### src/rtl/onehot_scan_decoder_pkg.sv
// Shared types and helpers for the one-hot scan decoder and its display drivers.
package onehot_scan_pkg;

   typedef enum logic [1:0] {
      MODE_DIRECT    = 2'b00,
      MODE_SCAN_UP   = 2'b01,
      MODE_SCAN_DOWN = 2'b10,
      MODE_HOLD      = 2'b11
   } mode_e;

   // Counter width able to hold 0..p-1; a single-cycle prescale still needs one bit.
   function automatic int unsigned presc_width(int unsigned p);
      return (p <= 1) ? 1 : $clog2(p);
   endfunction

endpackage

### src/rtl/onehot_scan_decoder_if.sv
// Host-side control and select-line outputs of the one-hot scan decoder.
interface onehot_scan_decoder_if #(
   parameter int SEL_W = 3
);
   import onehot_scan_pkg::*;

   localparam int OUT_W = 2 ** SEL_W;

   logic             en;
   mode_e            mode;
   logic [SEL_W-1:0] sel;
   logic             load;
   logic [OUT_W-1:0] onehot;
   logic [SEL_W-1:0] index;
   logic             valid;
   logic             wrap;

   modport master (
      output en, mode, sel, load,
      input  onehot, index, valid, wrap
   );

   modport slave (
      input  en, mode, sel, load,
      output onehot, index, valid, wrap
   );

endinterface

### src/rtl/onehot_scan_decoder_prescaler.sv
// Free-running step-rate divider: strobe every PRESCALE cycles of run, restartable via clear.
module scan_prescaler
   import onehot_scan_pkg::*;
#(
   parameter int unsigned PRESCALE = 50000
) (
   input  logic clk,
   input  logic rst_n,
   input  logic run,
   input  logic clear,
   output logic strobe
);

   localparam int unsigned     CNT_W = presc_width(PRESCALE);
   localparam logic [CNT_W-1:0] LAST = CNT_W'(PRESCALE - 1);

   logic [CNT_W-1:0] cnt;

   assign strobe = run && !clear && (cnt == LAST);

   always_ff @(posedge clk or negedge rst_n) begin
      if (!rst_n) begin
         cnt <= '0;
      end else if (clear) begin
         cnt <= '0;
      end else if (run) begin
         cnt <= (cnt == LAST) ? '0 : cnt + CNT_W'(1);
      end
   end

endmodule

### src/rtl/onehot_scan_decoder.sv
// Registered binary-to-one-hot line select with direct decode and prescaled up/down scanning.
module onehot_scan_decoder
   import onehot_scan_pkg::*;
#(
   parameter int          SEL_W      = 3,
   parameter int unsigned PRESCALE   = 50000,
   parameter bit          ACTIVE_LOW = 1'b0
) (
   input  logic                  clk,
   input  logic                  rst_n,
   onehot_scan_decoder_if.slave  bus
);

   localparam int               OUT_W    = 2 ** SEL_W;
   localparam logic [OUT_W-1:0] INACTIVE = {OUT_W{ACTIVE_LOW}};

   mode_e            mode_q;
   logic [SEL_W-1:0] index_q, index_d;
   logic [OUT_W-1:0] onehot_q, onehot_d;
   logic             valid_q, wrap_q, wrap_d;
   logic             scan_mode, mode_chg, load_eff;
   logic             presc_run, presc_clear, strobe;

   always_comb begin
      scan_mode   = (bus.mode == MODE_SCAN_UP) || (bus.mode == MODE_SCAN_DOWN);
      mode_chg    = (bus.mode != mode_q);
      load_eff    = bus.load && (bus.mode != MODE_DIRECT);
      // HOLD neither runs nor clears, so the count stays frozen there.
      presc_clear = !bus.en || (bus.mode == MODE_DIRECT) || load_eff || mode_chg;
      presc_run   = bus.en && scan_mode && !load_eff && !mode_chg;
   end

   scan_prescaler #(
      .PRESCALE (PRESCALE)
   ) u_prescaler (
      .clk    (clk),
      .rst_n  (rst_n),
      .run    (presc_run),
      .clear  (presc_clear),
      .strobe (strobe)
   );

   always_comb begin
      index_d = index_q;
      wrap_d  = 1'b0;
      if (bus.en) begin
         unique case (bus.mode)
            MODE_DIRECT: index_d = bus.sel;
            MODE_HOLD: begin
               if (bus.load) index_d = bus.sel;
            end
            MODE_SCAN_UP: begin
               if (bus.load) begin
                  index_d = bus.sel;
               end else if (strobe) begin
                  index_d = index_q + SEL_W'(1);
                  wrap_d  = (index_q == '1);
               end
            end
            MODE_SCAN_DOWN: begin
               if (bus.load) begin
                  index_d = bus.sel;
               end else if (strobe) begin
                  index_d = index_q - SEL_W'(1);
                  wrap_d  = (index_q == '0);
               end
            end
            default: index_d = index_q;
         endcase
      end
      // Decode the next index so onehot and index always agree in the same cycle.
      onehot_d = bus.en ? ((OUT_W'(1) << index_d) ^ INACTIVE) : INACTIVE;
   end

   always_ff @(posedge clk or negedge rst_n) begin
      if (!rst_n) begin
         index_q  <= '0;
         onehot_q <= INACTIVE;
         valid_q  <= 1'b0;
         wrap_q   <= 1'b0;
         mode_q   <= MODE_DIRECT;
      end else begin
         index_q  <= index_d;
         onehot_q <= onehot_d;
         valid_q  <= bus.en;
         wrap_q   <= wrap_d;
         mode_q   <= bus.mode;
      end
   end

   assign bus.onehot = onehot_q;
   assign bus.index  = index_q;
   assign bus.valid  = valid_q;
   assign bus.wrap   = wrap_q;

endmodule
### src/flat_wrapper.sv
// flat-port wrapper written by rule: the top's interface ports become plain ports
module onehot_scan_decoder_flat import onehot_scan_pkg::*;
#(
   parameter int          SEL_W      = 3,
   parameter int unsigned PRESCALE   = 50000,
   parameter bit          ACTIVE_LOW = 1'b0
)
  (clk, rst_n, bus_en, bus_mode, bus_sel, bus_load, bus_onehot, bus_index, bus_valid, bus_wrap);
  onehot_scan_decoder_if #(.SEL_W(SEL_W)) bus_i ();
  input  logic clk;
  input  logic rst_n;
  input wire logic [$bits(bus_i.en)-1:0] bus_en;
  input wire logic [$bits(bus_i.mode)-1:0] bus_mode;
  input wire logic [$bits(bus_i.sel)-1:0] bus_sel;
  input wire logic [$bits(bus_i.load)-1:0] bus_load;
  output wire logic [$bits(bus_i.onehot)-1:0] bus_onehot;
  output wire logic [$bits(bus_i.index)-1:0] bus_index;
  output wire logic [$bits(bus_i.valid)-1:0] bus_valid;
  output wire logic [$bits(bus_i.wrap)-1:0] bus_wrap;
  assign bus_i.en = bus_en;
  assign bus_i.mode = bus_mode;
  assign bus_i.sel = bus_sel;
  assign bus_i.load = bus_load;
  assign bus_onehot = bus_i.onehot;
  assign bus_index = bus_i.index;
  assign bus_valid = bus_i.valid;
  assign bus_wrap = bus_i.wrap;
  onehot_scan_decoder #(.SEL_W(SEL_W), .PRESCALE(PRESCALE), .ACTIVE_LOW(ACTIVE_LOW)) u_core (.clk(clk), .rst_n(rst_n), .bus(bus_i));
endmodule
### config.mk
export PLATFORM = sky130hd
export DESIGN_NAME = onehot_scan_decoder_flat
export DESIGN_NICKNAME = d
export VERILOG_FILES = /design/src/rtl/onehot_scan_decoder_pkg.sv /design/src/rtl/onehot_scan_decoder_if.sv /design/src/rtl/onehot_scan_decoder_prescaler.sv /design/src/rtl/onehot_scan_decoder.sv /design/src/flat_wrapper.sv
export SDC_FILE = /design/constraint.sdc
export NUM_CORES = 1
export LEC_CHECK = 0
export CAP_MARGIN = 20
export CORE_MARGIN = 2
export CORE_UTILIZATION = 60
export DETAILED_ROUTE_END_ITERATION = 10
export DONT_BUFFER_PORTS = 1
export HOLD_SLACK_MARGIN = 0.02
export PLACE_DENSITY = 0.76
export SKIP_LAST_GASP = 1
export SLEW_MARGIN = 30
export SYNTH_ARGS = -nofsm -noshare
export SYNTH_HDL_FRONTEND = slang
export SYNTH_SLANG_ARGS = --single-unit
### constraint.sdc
create_clock -name clk -period 4.2 [get_ports clk]
set_input_delay 0.63 -clock clk [delete_from_list [all_inputs] [get_ports clk]]
set_output_delay 0.63 -clock clk [all_outputs]
set_load 0.02 [all_outputs]
==> results.md <==
- Syn Area/Cell: just over 10 um2
- DP HPWL: ~2700 um
- Hold-fix buffers, CTS: 1
- Final clock skew: approximately 0.020 ns
- Crit path buffers/inverters: 2
- Met1 usage: 30.8%
- WL final: 3720 um
- Vias in the first global route: between 1000 and 1500
- Most used DFF post-synth: dfrtp_1
- Synthesized Nets: between 200 and 250
- Max FO, Critical Path: 6
- F_max: slightly above 0.4 GHz
- Core Region: about 0.0030 mm2
- Area growth syn-to-layout: 5.78%
- Met2 usage: just under 40%
- Multi-input logic area: 0.00101 mm2
- Layout cell share with drive strength beyond 1: roughly 16%
- Clk Latency, worst-skew pair: roughly 0.34 ns
- Final Max Tran Viols: 0
- Post-Synthesis Cell Area: around 0.0019 mm2
- Post-synthesis instance total: 183
- Sequential-to-total area share from yosys stat: a little over two fifths
- Max cap viols: 0
- CP startpoint kind: register
- Post-CTS setup buffers: 0
- Placer Congestion: roughly 0.85
- Clock sinks: 31
- Worst min path class: input pin to asynchronous set/reset pin
- Status: complete, no violations
- Worst Setup SP: u_core.bus.index[0]$_DFF_PN0_
- CP required: between 4 and 5 ns
- Fill count: around 270
- Initial antenna violation count: 0
- PostCTS Resize Cnt: 0
- Hold Vio Cnt, Final: 0
- Worst ir drop on vdd: about 260 uV
- First-pass GRT wire length: between 6000 and 7000 um
- Drt pass-1 iters: 4
- Seq cells post-synth: 31
- # DRC: 0
- Vias per cell: between 6 and 7
- CP peak stage delay: 0.61 ns
- Crit. End Element: register
- CTS clk-pin slew, worst paths: 0.11 ns
- CTS root buf: clkbuf_4
- IO buf count: 0
- Post-route ant nets: 0
- Tcrit/Tclk final: 58.0%
- EDFF count, synth: 0
- Largest delay share family, worst path: simple AND/OR/NAND/NOR gates
- Post-synth top area share: between 40% and 50%
- Slew margin rel.: a little over a third
- Die H: roughly 60 um
- Reg2Reg Setup Slack: between 1.5 and 2 ns
- Total grt overflow: 0
- Period minus WS final: roughly 2.4 ns
- Leakage: approximately 0.84 nW
- CTS H-tree lvls: 2
- Clock Path Buffers: 2
- Total Routing Usage GR: approximately a quarter
- Vias: approximately 1400
- FF+latch area: approximately 780 um2
- Initial drt markers: 49
- Largest area contributor in the synthesized netlist: dfrtp_1
- I/O pins: 22
- Row cnt: 20
- Final instance area: between 0.0015 and 0.002 mm2
- Final Net Count: around 200
- Post-synthesis cell type count: 50
- Worst path cell trace: inv_1, ha_1, mux2i_1, or4_1, o211ai_2, o211ai_2, inv_2, and4b_1
- Area of placed instances: 0.00186 mm2
- PwrDens: around 330 mW/mm2
- WL/cell: ~17 um
- # diodes: 0
- Critical path class: register to register
- FF-to-FF Start: u_core.bus.index[0]$_DFF_PN0_
- Gr busiest metal: met2
- TritonCTS clock tree: yes
- DIE WIDTH: roughly 60 um
- Final setup viols: 0
- Die area: 0.00357 mm2
- Total CTS buffers: 5
- Overall Power: 0.651 mW
- Slew @ Worst Pin: approximately 0.95 ns
- Final TNS setup: 0 ns
- Critical Path Most Common Cell: o211ai_2
- Top post-synthesis cells by area: dfrtp_1, ha_1, nand2_1, o21ai_0, nor3_1
- Yosys warns: 0
- Slowest cell on crit path: dfrtp_1
- GR Layer Usage met3: between 6 and 7%
- Initial core utilization: between 60% and 70%
- Critical path arrival: 2.71 ns
- Largest net degree at the start of global routing: 32
- Post-synth ARST share: 100%
- Unrepaired setup endpoints after global routing: false
## report_power, final
group | internal [mW] | switching [mW]
clock network | 0.141 | 0.105
registers | 0.308 | 0.0219
logic | 0.0289 | 0.0461
total | 0.478 | 0.173
## logic make-up (layout without fill, tap and decap cells)
logic type	after synthesis	after routing	share of synthesized area, %
compound gates	44	44	17.9
xor+xnor	4	4	1.88
fa+ha+maj	9	9	6.04
buf+inv	16	20	4.37
flops	31	31	41.6
mux	1	1	0.537
simple gates	78	78	27.6
## layout by cell type (no fill, tap or decap), types with 2 or more instances in the layout
cell type and count:
a211oi_1 4, a21oi_1 5, a22oi_1 2, and2_1 2, and4_1 2, and4b_1 2
clkbuf_4 5, dfrtp_1 31, ha_1 9, inv_1 10, nand2_1 24, nand3_1 4
nand3b_1 2, nand4_1 2, nor2_1 8, nor3_1 10, nor4_1 2, nor4b_2 3
o211ai_2 3, o21ai_0 17, o221ai_2 2, o22ai_1 3, o31ai_1 2, or4_1 3
xor2_1 3
## per-stage QoR
stage          util [%]  cells  hold slack (ns)  worst slack (ns)
2_1_floorplan         -    183            0.334              1.83
6_report           65.6    220           0.0923              1.76
4_1_cts            65.6    220           0.0939              1.77
5_1_grt            65.6    220           0.0870              1.67
3_3_place_gp       62.1    211            0.335              1.70
3_5_place_dp       62.1    211            0.335              1.62
## registers in the layout, indices dropped and copies added (netlist names)
signal and count:
u_core.u_prescaler.cnt 16, u_core.bus.onehot 8, u_core.bus.index 3, u_core.mode_q 2, u_core.bus.valid 1, u_core.bus.wrap 1
## area by class of cell
cell class | count | area share [%]
clock buffers | 6 | 2.60
flip-flops and latches | 31 | 39.4
well taps | 33 | 2.10
repair buffers | 1 | 1.02
inverters | 11 | 2.10
clock inverters | 2 | 1.78
multi-input cells | 136 | 51.0
## layer usage
| layer | vias up | wire, um |
|---|---|---|
| li1 | 686 | - |
| met1 | 690 | 1730 |
| met2 | 36 | 1770 |
| met3 | 7 | 178 |
| met4 | 0 | 44 |
| met5 | - | 0 |
## cell usage after synthesis (2+ instances only)
cell type	number
nor3_1	10
a211oi_1	4
o211ai_2	3
nor2_1	8
and4_1	2
nor4b_2	3
ha_1	9
o31ai_1	2
o22ai_1	3
buf_6	2
inv_1	10
nand3b_1	2
nor4_1	2
nand2_1	24
o221ai_2	2
nand3_1	4
buf_2	2
and2_1	2
nand4_1	2
o21ai_0	17
a22oi_1	2
dfrtp_1	31
or4_1	3
a21oi_1	5
xor2_1	3
and4b_1	2
## path summary, 6_finish.rpt
check	to	cells after the start
max in group asynchronous	u_core.bus.valid$_DFF_PN0_	1
worst min register to register	u_core.u_prescaler.cnt[9]$_DFFE_PN0P_	1
worst min-delay path	u_core.bus.onehot[2]$_DFF_PN0_	1
min in group clk	u_core.mode_q[1]$_DFF_PN0_	0
worst max register to register	u_core.bus.onehot[6]$_DFF_PN0_	8
worst max-delay path	u_core.bus.onehot[6]$_DFF_PN0_	8
No activity file was read; power rests on OpenSTA's default activity.
